--- src/rtl/udma_filter_rx_l2_writer_pkg.sv ---
// Shared types for the uDMA filter RX L2 writer: beat descriptor, datasize encoding
// and the lane-alignment helper that maps a beat onto a 32-bit L2 write.
package udma_filter_rx_pkg;

    localparam int RX_AWIDTH = 15;
    localparam int RX_DWIDTH = 32;

    typedef enum logic [1:0] {
        BYTE = 2'b00,
        HALF = 2'b01,
        WORD = 2'b10,
        RSVD = 2'b11
    } datasize_e;

    typedef struct packed {
        logic [RX_AWIDTH-1:0] addr;
        datasize_e            size;
        logic [RX_DWIDTH-1:0] data;
    } rx_beat_t;

    typedef struct packed {
        logic [3:0]           be;
        logic [RX_DWIDTH-1:0] wdata;
    } l2_lane_t;

    // Reserved size is written as a full word, same as WORD.
    function automatic l2_lane_t lane_align(rx_beat_t beat);
        l2_lane_t res;
        res.be    = 4'b0000;
        res.wdata = '0;
        case (beat.size)
            BYTE: begin
                res.be    = 4'b0001 << beat.addr[1:0];
                res.wdata = {24'h000000, beat.data[7:0]} << {beat.addr[1:0], 3'b000};
            end
            HALF: begin
                if (beat.addr[1]) begin
                    res.be    = 4'b1100;
                    res.wdata = {beat.data[15:0], 16'h0000};
                end else begin
                    res.be    = 4'b0011;
                    res.wdata = {16'h0000, beat.data[15:0]};
                end
            end
            default: begin
                res.be    = 4'b1111;
                res.wdata = beat.data;
            end
        endcase
        return res;
    endfunction

endpackage

--- src/rtl/udma_filter_rx_l2_writer_if.sv ---
// Bus interfaces for the L2 writer: the filter RX beat stream and the L2 req/gnt write port.
interface filter_rx_ch_if #(
    parameter int AW = 15,
    parameter int DW = 32
);
    logic [AW-1:0] addr;
    logic [1:0]    datasize;
    logic          valid;
    logic [DW-1:0] data;
    logic          ready;

    modport master (output addr, datasize, valid, data, input ready);
    modport slave  (input addr, datasize, valid, data, output ready);
endinterface

interface l2_wr_if #(
    parameter int AW = 13,
    parameter int DW = 32
);
    logic          req;
    logic          gnt;
    logic [AW-1:0] addr;
    logic [3:0]    be;
    logic [DW-1:0] wdata;

    modport master (output req, addr, be, wdata, input gnt);
    modport slave  (input req, addr, be, wdata, output gnt);
endinterface

--- src/rtl/udma_filter_rx_l2_writer_fifo.sv ---
// Generic synchronous FIFO with flush; the head entry is read combinationally from storage.
module filter_rx_fifo #(
    parameter int  DEPTH = 4,
    parameter type T     = logic [7:0],
    localparam int AW    = (DEPTH > 1) ? $clog2(DEPTH) : 1
) (
    input  logic        clk_i,
    input  logic        resetn_i,
    input  logic        clear,
    input  logic        push,
    input  T            wr_data,
    input  logic        pop,
    output T            rd_data,
    output logic        full,
    output logic        empty,
    output logic [AW:0] count
);

    localparam logic [AW:0] FULL_CNT = (AW + 1)'(DEPTH);

    T              mem [DEPTH];
    logic [AW-1:0] wr_ptr;
    logic [AW-1:0] rd_ptr;
    logic [AW:0]   cnt;
    logic          do_push;
    logic          do_pop;

    // A pop in the same cycle does not make room for a push when full.
    assign full    = (cnt == FULL_CNT);
    assign empty   = (cnt == '0);
    assign do_push = push && !full;
    assign do_pop  = pop && !empty;

    always_ff @(posedge clk_i or negedge resetn_i) begin
        if (!resetn_i) begin
            wr_ptr <= '0;
            rd_ptr <= '0;
            cnt    <= '0;
        end else if (clear) begin
            wr_ptr <= '0;
            rd_ptr <= '0;
            cnt    <= '0;
        end else begin
            if (do_push) wr_ptr <= wr_ptr + 1'b1;
            if (do_pop)  rd_ptr <= rd_ptr + 1'b1;
            cnt <= cnt + {{AW{1'b0}}, do_push} - {{AW{1'b0}}, do_pop};
        end
    end

    always_ff @(posedge clk_i) begin
        if (do_push && !clear) mem[wr_ptr] <= wr_data;
    end

    assign rd_data = mem[rd_ptr];
    assign count   = cnt;

endmodule

--- src/rtl/udma_filter_rx_l2_writer.sv ---
// Buffers filter RX beats and issues one lane-aligned L2 word write per beat.
// Optional write/stall statistics counters are built when FILTER_RX_WR_STATS_EN is defined.
module udma_filter_rx_l2_writer
    import udma_filter_rx_pkg::*;
#(
    parameter int DATA_WIDTH     = 32,
    parameter int L2_AWIDTH_NOAL = 15,
    parameter int FIFO_DEPTH     = 4
) (
    input  logic          clk_i,
    input  logic          resetn_i,
    input  logic          clear_i,
    filter_rx_ch_if.slave filter_rx_ch,
    l2_wr_if.master       l2,
    output logic          idle_o,
    output logic          size_err_o,
    output logic [31:0]   wr_cnt_o,
    output logic [31:0]   stall_cnt_o
);

    localparam int CW = (FIFO_DEPTH > 1) ? $clog2(FIFO_DEPTH) : 1;

    rx_beat_t                  in_beat;
    rx_beat_t                  head;
    l2_lane_t                  lane;
    logic [L2_AWIDTH_NOAL-1:0] head_addr;
    logic [DATA_WIDTH-1:0]     lane_wdata;
    logic                      fifo_full;
    logic                      fifo_empty;
    logic [CW:0]               fifo_count;
    logic                      accept;
    logic                      size_err_q;

    assign in_beat.addr = filter_rx_ch.addr;
    assign in_beat.size = datasize_e'(filter_rx_ch.datasize);
    assign in_beat.data = filter_rx_ch.data;

    // A beat offered during clear sees ready=1 but is dropped.
    assign filter_rx_ch.ready = !fifo_full;
    assign accept = filter_rx_ch.valid && !fifo_full && !clear_i;

    filter_rx_fifo #(
        .DEPTH (FIFO_DEPTH),
        .T     (rx_beat_t)
    ) u_fifo (
        .clk_i    (clk_i),
        .resetn_i (resetn_i),
        .clear    (clear_i),
        .push     (accept),
        .wr_data  (in_beat),
        .pop      (l2.req && l2.gnt),
        .rd_data  (head),
        .full     (fifo_full),
        .empty    (fifo_empty),
        .count    (fifo_count)
    );

    assign lane       = lane_align(head);
    assign head_addr  = head.addr;
    assign lane_wdata = lane.wdata;

    // Outputs are forced to zero while empty so stale storage never leaks onto the bus.
    assign l2.req   = !fifo_empty;
    assign l2.addr  = fifo_empty ? '0 : head_addr[L2_AWIDTH_NOAL-1:2];
    assign l2.be    = fifo_empty ? '0 : lane.be;
    assign l2.wdata = fifo_empty ? '0 : lane_wdata;
    assign idle_o   = (fifo_count == '0);

    always_ff @(posedge clk_i or negedge resetn_i) begin
        if (!resetn_i) begin
            size_err_q <= 1'b0;
        end else begin
            size_err_q <= accept && (in_beat.size == RSVD);
        end
    end

    assign size_err_o = size_err_q;

`ifdef FILTER_RX_WR_STATS_EN
    logic [31:0] wr_cnt_q;
    logic [31:0] stall_cnt_q;

    // Saturating counters; clear wins over any concurrent grant or stall.
    always_ff @(posedge clk_i or negedge resetn_i) begin
        if (!resetn_i) begin
            wr_cnt_q    <= '0;
            stall_cnt_q <= '0;
        end else if (clear_i) begin
            wr_cnt_q    <= '0;
            stall_cnt_q <= '0;
        end else begin
            if (l2.req && l2.gnt && (wr_cnt_q != 32'hFFFF_FFFF))
                wr_cnt_q <= wr_cnt_q + 32'd1;
            if (l2.req && !l2.gnt && (stall_cnt_q != 32'hFFFF_FFFF))
                stall_cnt_q <= stall_cnt_q + 32'd1;
        end
    end

    assign wr_cnt_o    = wr_cnt_q;
    assign stall_cnt_o = stall_cnt_q;
`else
    assign wr_cnt_o    = 32'd0;
    assign stall_cnt_o = 32'd0;
`endif

endmodule

--- src/flat_wrapper.sv ---
// flat-port wrapper written by rule: the top's interface ports become plain ports
module udma_filter_rx_l2_writer_flat import udma_filter_rx_pkg::*;
#(
    parameter int DATA_WIDTH     = 32,
    parameter int L2_AWIDTH_NOAL = 15,
    parameter int FIFO_DEPTH     = 4
)
  (clk_i, resetn_i, clear_i, idle_o, size_err_o, wr_cnt_o, stall_cnt_o, filter_rx_ch_addr, filter_rx_ch_datasize, filter_rx_ch_valid, filter_rx_ch_data, filter_rx_ch_ready, l2_req, l2_addr, l2_be, l2_wdata, l2_gnt);
  filter_rx_ch_if #(.AW(15), .DW(32)) filter_rx_ch_i ();
  l2_wr_if #(.AW(13), .DW(32)) l2_i ();
  input  logic clk_i;
  input  logic resetn_i;
  input  logic clear_i;
  output logic idle_o;
  output logic size_err_o;
  output logic [31:0] wr_cnt_o;
  output logic [31:0] stall_cnt_o;
  input wire logic [$bits(filter_rx_ch_i.addr)-1:0] filter_rx_ch_addr;
  input wire logic [$bits(filter_rx_ch_i.datasize)-1:0] filter_rx_ch_datasize;
  input wire logic [$bits(filter_rx_ch_i.valid)-1:0] filter_rx_ch_valid;
  input wire logic [$bits(filter_rx_ch_i.data)-1:0] filter_rx_ch_data;
  output wire logic [$bits(filter_rx_ch_i.ready)-1:0] filter_rx_ch_ready;
  output wire logic [$bits(l2_i.req)-1:0] l2_req;
  output wire logic [$bits(l2_i.addr)-1:0] l2_addr;
  output wire logic [$bits(l2_i.be)-1:0] l2_be;
  output wire logic [$bits(l2_i.wdata)-1:0] l2_wdata;
  input wire logic [$bits(l2_i.gnt)-1:0] l2_gnt;
  assign filter_rx_ch_i.addr = filter_rx_ch_addr;
  assign filter_rx_ch_i.datasize = filter_rx_ch_datasize;
  assign filter_rx_ch_i.valid = filter_rx_ch_valid;
  assign filter_rx_ch_i.data = filter_rx_ch_data;
  assign filter_rx_ch_ready = filter_rx_ch_i.ready;
  assign l2_req = l2_i.req;
  assign l2_addr = l2_i.addr;
  assign l2_be = l2_i.be;
  assign l2_wdata = l2_i.wdata;
  assign l2_i.gnt = l2_gnt;
  udma_filter_rx_l2_writer #(.DATA_WIDTH(DATA_WIDTH), .L2_AWIDTH_NOAL(L2_AWIDTH_NOAL), .FIFO_DEPTH(FIFO_DEPTH)) u_core (.clk_i(clk_i), .resetn_i(resetn_i), .clear_i(clear_i), .filter_rx_ch(filter_rx_ch_i), .l2(l2_i), .idle_o(idle_o), .size_err_o(size_err_o), .wr_cnt_o(wr_cnt_o), .stall_cnt_o(stall_cnt_o));
endmodule
--- config.mk ---
export PLATFORM = sky130hd
export DESIGN_NAME = udma_filter_rx_l2_writer_flat
export DESIGN_NICKNAME = d
export VERILOG_FILES = /design/src/rtl/udma_filter_rx_l2_writer_pkg.sv /design/src/rtl/udma_filter_rx_l2_writer_if.sv /design/src/rtl/udma_filter_rx_l2_writer_fifo.sv /design/src/rtl/udma_filter_rx_l2_writer.sv /design/src/flat_wrapper.sv
export SDC_FILE = /design/constraint.sdc
export NUM_CORES = 1
export LEC_CHECK = 0
export ABC_AREA = 1
export CORE_ASPECT_RATIO = 1.1
export CORE_MARGIN = 1
export CORE_UTILIZATION = 50
export CTS_CLUSTER_DIAMETER = 40
export CTS_CLUSTER_SIZE = 14
export DETAILED_ROUTE_END_ITERATION = 10
export DONT_BUFFER_PORTS = 1
export REMOVE_ABC_BUFFERS = 1
export SKIP_LAST_GASP = 1
export SLEW_MARGIN = 0
export SYNTH_ARGS = -nofsm -noshare
export SYNTH_HDL_FRONTEND = slang
export SYNTH_SLANG_ARGS = --single-unit
--- constraint.sdc ---
create_clock -name clk_i -period 6.1 [get_ports clk_i]
set_input_delay 0.915 -clock clk_i [delete_from_list [all_inputs] [get_ports clk_i]]
set_output_delay 0.915 -clock clk_i [all_outputs]
set_load 0.005 [all_outputs]
==> results of run 1 <==
-- worst max path at each step --
stage                        end  slack, ns  cells past startpoint
CTS                  l2_wdata[8]       1.56                      8
floorplan            l2_wdata[3]       1.84                     10
global placement     l2_wdata[8]       2.19                      8
detailed placement   l2_wdata[8]       2.12                      8
global route        l2_wdata[26]       1.38                     10
finish              l2_wdata[12]       1.60                      8
-- worst reg2reg max path, cell delays in order (launching register included) --
cell and delay, ns:
dfrtp_1 0.46, nor2_1 0.07, nand2_1 0.11, nand3_1 0.41, nor2_4 0.98, buf_4 0.47
-- cell usage in the layout, fill, tap and decap left out, types with 2 or more instances in the layout --
master / n
nor2_2: 7
inv_1: 24
clkinv_2: 2
nand2_4: 4
clkbuf_16: 25
nand2_2: 4
o21ai_1: 3
nand2_8: 2
conb_1: 64
clkinvlp_4: 2
o21ai_0: 52
dfrtp_1: 6
ha_1: 5
clkinv_1: 4
buf_4: 6
nor2_8: 2
nand3b_1: 7
nand3_2: 4
inv_6: 5
nand2_1: 138
a21oi_1: 36
o211ai_1: 8
nand3_1: 62
inv_2: 2
edfxtp_1: 196
nor2_4: 6
clkinv_4: 2
nor2_1: 135
a22oi_1: 7
inv_4: 4
-- registers in the layout, summed over array words and instances (netlist names) --
name and count:
u_core.u_fifo.count 3, u_core.u_fifo.wr_ptr 2, u_core.size_err_o 1, u_core.u_fifo.mem 196
u_core.u_fifo.rd_ptr 2
-- logic make-up (layout without fill, tap and decap cells) --
group / after synthesis / count (layout) / synth area share, %
fa+ha+maj: 6 / 6 / 0.8801
flops: 204 / 204 / 64.86
other cells: 1 / 64 / 0.03997
simple gates: 372 / 372 / 17.79
buf+inv: 135 / 80 / 9.855
xor+xnor: 2 / 2 / 0.1867
compound gates: 109 / 109 / 6.388
-- where the power goes --
group          total, mW  internal [mW]  switching, mW
combinational       1.20          0.327          0.874
clock               1.36          0.801          0.562
sequential          1.74           1.64          0.103
total               4.31           2.77           1.54
-- synth_stat cells (all sizes together) --
| cell type | n | area, um^2 |
|---|---|---|
| nor3 | 1 | 10.01 |
| a21oi | 37 | 196.4 |
| ha | 5 | 62.56 |
| o211ai | 8 | 60.06 |
| buf | 96 | 760.7 |
| a22oi | 7 | 52.55 |
| conb | 1 | 3.750 |
| clkbuf | 8 | 30.03 |
| nand2 | 148 | 628.1 |
| nand3 | 66 | 350.3 |
| xor2 | 1 | 8.760 |
| o22ai | 1 | 6.260 |
| fa | 1 | 20.02 |
| inv | 31 | 133.9 |
| dfrtp | 8 | 200.2 |
| edfxtp | 196 | 5886 |
| xnor2 | 1 | 8.760 |
| o21ai | 56 | 284.0 |
| nand3b | 7 | 52.55 |
| nor2 | 150 | 628.1 |
-- cell type report --
type                    count  area share (%)
inverters                  31           1.339
well taps                 243           3.042
flip-flops and latches    204           60.93
multi-input cells         553           26.46
clock inverters            17           1.477
repair buffers              6          0.4506
clock buffers              26           6.296
-- routing by layer --
metal  global-route usage (%)  up-vias
li1                         -     2712
met1                    25.88     2716
met2                    35.29      198
met3                    5.573       39
met4                    6.897        0
met5                        0        -
-- per-stage QoR --
step / power (mW) / util, % / instances / area [um^2] / hold WS (ns)
after floorplan: 2.608 / - / 788 / 8828 / 0.5794
after global placement: 2.959 / 50.07 / 1037 / 9219 / 0.6078
after detailed placement: 2.985 / 50.07 / 1037 / 9219 / 0.6197
after CTS: 4.351 / 54.29 / 1080 / 9996 / 0.07877
after global routing: 4.543 / 54.29 / 1080 / 9996 / 0.07709
final: 4.306 / 54.29 / 1080 / 9996 / 0.09851
==> summary.md, run 1 <==
| Metric | Value |
|---|---|
| Die Ht | 145.7 um |
| Fmax | between 200 and 250 MHz |
| Post-DP HPWL | ~12000 um |
| Peak supply drop | 0.3022 mV |
| Final WL | 19950 um |
| CTS sink cnt | 204 |
| Fin. Hold Viols | 0 |
| Final layout net count | 880 |
| Worst EP required | 5.18 ns |
| Fin. max-slew vios | 0 |
| Sequential area share after synthesis | 64.86% |
| Clk slew on worst S/H paths | 0.06 ns |
| I/O pin count | 171 |
| Worst Setup SP | u_core.u_fifo.rd_ptr[0] |
| YS warnings | 0 |
| Sequential standard cell area | 0.006091 mm^2 |
| Post-Syn Area per Cell | approximately 11 um^2 |
| CP Launch Type | register |
| Crit path DAT | 3.59 ns |
| Drt via density | roughly 5.2 |
| DR vias | 5665 |
| Avg WL per Cell | 18.48 um |
| Maximum capacitance violations | 0 |
| R2r worst-path depth | 5 |
| Worst-margin pin slew | 1.166 ns |
| Placer Congestion | 0.8676 |
| Global-route wire length before repair | 30550 um |
| Multi-input logic area | 0.002645 mm^2 |
| Clock latency on the worst-skew pair | 0.51 ns |
| Area growth, synth to finish | 6.534% |
| Fin worst setup slack | 1.598 ns |
| DR iter-0 viols | 471 |
| Crit path time final | 4.502 ns |
| Delay-heaviest family, CP | flip-flops |
| Die width | 132.6 um |
| Slowest cell delay on critical path | 1.18 ns |
| Vias in the first global route | 5539 |
| Site row count | 52 |
| CTS Buffer Depth | 3 |
| Antenna violations before repair | 0 |
| Fraction of layout cells with a size suffix above 1 | between 10% and 20% |
| Slowest CP cell | dfrtp_4 |
| Worst rel slew slack | 22.14% |
| Setup Viol. Count Final | 0 |
| Post_cts resized | 0 |
| CTS Buf Count | 24 |
| Routed wl met2 | 9844 um |
| Routed wl met3 | 1633 um |
| Mapped Cells | 829 |
| Worst reg2reg setup slack | 3.28 ns |
| Gr ovfl total | 0 |
| Worst Setup Path Type | register to primary output |
| CP cell instances | inv_8, nand2_2, nand3_2, nand2_4, nand2_8, nor2_8, nand3_1, a21oi_1 |
| Diode count | 0 |
| Post-route DRC | 0 |
| Hold Path Class | input port to async pin |
| Largest net degree at the start of global routing | 101 |
| Filler Cells Inserted | 1553 |
| PwrDens | 430.8 mW/mm^2 |
| RR Startpoint | u_core.u_fifo.count[1] |
| Setup Skew | 0.01369 ns |
| # port buffers | 0 |
| Starting Density | 50.96% |
| Final worst path period share | between 70% and 80% |
| Core area | 0.01841 mm^2 |
| CTS tree | built |
| Post-CTS Repair Setup Buffers | 0 |
| GR Util All Layers | 20.82% |
| P_leak | 3.686 nW |
| Unique cell type count in the Yosys netlist | 38 |
| WP buf/inv | 1 |
| Status | finished, final reports clean |
| Hold-fix buffers at CTS | 0 |
| Die ar. | 0.01932 mm^2 |
| CTS Root Cell | clkbuf_16 |
| Netlist Area Pre-Place | 0.009383 mm^2 |
| Crit-path max FO | 100 |
| R2R Path End | u_core.u_fifo.mem[3][4] |
| Setup TNS | 0 ns |
| M1 WL | between 8000 and 9000 um |
| Detail Route Antenna Nets | 0 |
| Pre-CTS setup slack | ~2.1 ns |
| #FFs+latches synth | 204 |
| Highest routed layer | met4 |
| Crit. End Element | primary output |
| Pre-Repair DR Iteration Count | 6 |
| RSZ-0062 raised after global routing | false |
| H-tree Lvls | 1 |
Power figures use the tool's default switching activity.
==> run 2, diff against run 1 <==
Clock period 6.1 ns to 4.35 ns, I/O delays scaled along.
==> summary.md, run 2 (synthesis results as in run 1) <==
| Metric | Value |
|---|---|
| Antenna violations before repair | 0 |
| Fraction of layout cells with a size suffix above 1 | 11.90% |
| Setup Skew | 0.01469 ns |
| Fin worst setup slack | roughly 0.55 ns |
| Most common cell after layout, fill and taps aside | edfxtp_1 |
| Worst-margin pin slew | around 0.80 ns |
| Clk network pwr share | 36.5% |
| Worst Setup Path Type | register to primary output |
| Final worst path period share | between 80% and 90% |
| Setup TNS | 0 ns |
| Core area | 0.01841 mm^2 |
| Hold Path Class | input port to register |
| Drt via density | approximately 5.3 |
| GR Util All Layers | 20.87% |
| DR vias | between 5000 and 6000 |
| Peak supply drop | approximately 0.42 mV |
| Internal Power | 4.253 mW |
| Crit path DAT | 3.15 ns |
| Setup Viol. Count Final | 0 |
| Vias in the first global route | approximately 5600 |
| Worst hold slack | 0.1828 ns |
| Largest register FFs | 196 |
| Final layout net count | ~890 |
| Fmax | approximately 260 MHz |
| Commonest cells after routing, fill and taps aside | edfxtp_1, nand2_1, nor2_1 |
| Net switching fraction of the power | 34.78% |
| Post-DP HPWL | 12180 um |
| CTS tree | built |
| Pre-CTS setup slack | 1.114 ns |
| CTS sink cnt | roughly 200 |
| Multi-input logic area | 0.002645 mm^2 |
| Starting Density | approximately half |
| Post-CTS Repair Setup Buffers | 0 |
| CP Launch Type | register |
| Avg WL per Cell | 18.21 um |
| Placer Congestion | about 0.8 |
| Fin. max-slew vios | 0 |
| Combinational Power Share | 26.6% |
| Die width | 132.6 um |
| WP buf/inv | 1 |
| Hold-fix buffers at CTS | 1 |
| Sequential share of power | 36.8% |
| Fin. Hold Viols | 0 |
| Clock latency on the worst-skew pair | 0.53 ns |
| Die Ht | 145.7 um |
| P_leak | 3.820 nW |
| CTS Buf Count | 28 |
| Crit. End Element | primary output |
| Diode count | 0 |
| Clk slew on worst S/H paths | 0.06 ns |
| H-tree Lvls | 1 |
| CP cell instances | inv_8, nand2_2, nand3_2, nand2_4, nand2_8, nor2_8, nand3_1, a21oi_1 |
| Filler Cells Inserted | around 1500 |
| Detail Route Antenna Nets | 0 |
| Overall Power | 6.521 mW |
| Worst rel slew slack | between 40% and 50% |
| Crit path time final | roughly 3.8 ns |
| CTS Buffer Depth | 3 |
| CTS Root Cell | clkbuf_16 |
| I/O pin count | roughly 170 |
| Top reg by flops | u_core.u_fifo.mem |
| Largest net degree at the start of global routing | 100 |
| Gr ovfl total | 0 |
| Post_cts resized | 0 |
| Status | finished, final reports clean |
| Global-route wire length before repair | 30730 um |
| Site row count | 52 |
| Switching power total | 2.268 mW |
| Worst EP required | 3.70 ns |
| Post-route DRC | 0 |
| Area growth, synth to finish | 9.321% |
| Final WL | 19890 um |
| Delay-heaviest family, CP | simple AND/OR/NAND/NOR gates |
| # port buffers | 0 |
| Die ar. | 0.01932 mm^2 |
| PwrDens | ~640 mW/mm^2 |
| Crit-path max FO | 99 |
| Slowest cell delay on critical path | ~0.86 ns |
| Pre-Repair DR Iteration Count | 5 |
| Slowest CP cell | dfrtp_4 |
| Sequential standard cell area | 0.006091 mm^2 |
| DR iter-0 viols | 390 |
| Maximum capacitance violations | 0 |
| RSZ-0062 raised after global routing | false |
==> run 2: cell types whose count changed in the layout (fill, tap and decap cells not counted), sizes merged <==
cell,before,now
inv,36,41
bufinv,1,4
dlygate4sd3,0,1
buf,6,8
clkbuf,26,29
clkinv,9,7
==> run 2: routing by layer <==
layer,wire length [um],up-vias,part of all wire (%),global-route usage (%)
li1,-,2732,-,-
met1,8034,2772,40,25.97
met2,9893,214,50,35.61
met3,1511,30,7.6,5.364
met4,448,0,2.3,6.667
met5,0,-,0,0
==> run 2: layout make-up <==
type | count | share of cell area [%]
clock buffer | 29 | 7.075
clock inverter | 23 | 2.806
inverter | 31 | 1.305
multi-input combinational | 553 | 25.79
sequential | 204 | 59.38
tap | 243 | 2.964
timing repair buffer | 9 | 0.6831
==> run 2: power groups by stage <==
stage	sequential, mW	clock (mW)	combinational [mW]
6_report	2.40	2.38	1.74
5_1_grt	2.42	2.50	1.94
4_1_cts	2.40	2.43	1.75
3_5_place_dp	2.44	0	1.74
3_3_place_gp	2.44	0	1.70
2_1_floorplan	2.45	0	1.21
==> run 2: path summary, 6_finish.rpt <==
kind,start,to,slack [ns],cells after the start
worst min register to register,u_core.u_fifo.wr_ptr[1],u_core.u_fifo.wr_ptr[1],0.66,2
worst max-delay path,u_core.u_fifo.rd_ptr[0],l2_wdata[11],0.55,8
max in group asynchronous,resetn_i,u_core.u_fifo.rd_ptr[0],3.55,1
min in group asynchronous,resetn_i,u_core.u_fifo.count[1],0.48,1
worst min-delay path,clear_i,u_core.u_fifo.count[1],0.18,1
worst max register to register,u_core.u_fifo.count[1],u_core.u_fifo.mem[2][9],1.76,5
==> run 2: metrics by stage <==
step           cells  util (%)  instance area (um^2)
3_3_place_gp    1039     50.15                  9234
6_report        1092     55.71                 10260
5_1_grt         1092     55.71                 10260
3_5_place_dp    1039     50.15                  9234
4_1_cts         1092     55.71                 10260
2_1_floorplan    788         -                  8828
==> run 2: worst register-to-register path, stage by stage, from the launching register on <==
cell and delay (ns):
dfrtp_1 0.46, nor2_1 0.07, nand2_1 0.10, nand3_1 0.39, nor2_4 0.59, buf_4 0.59
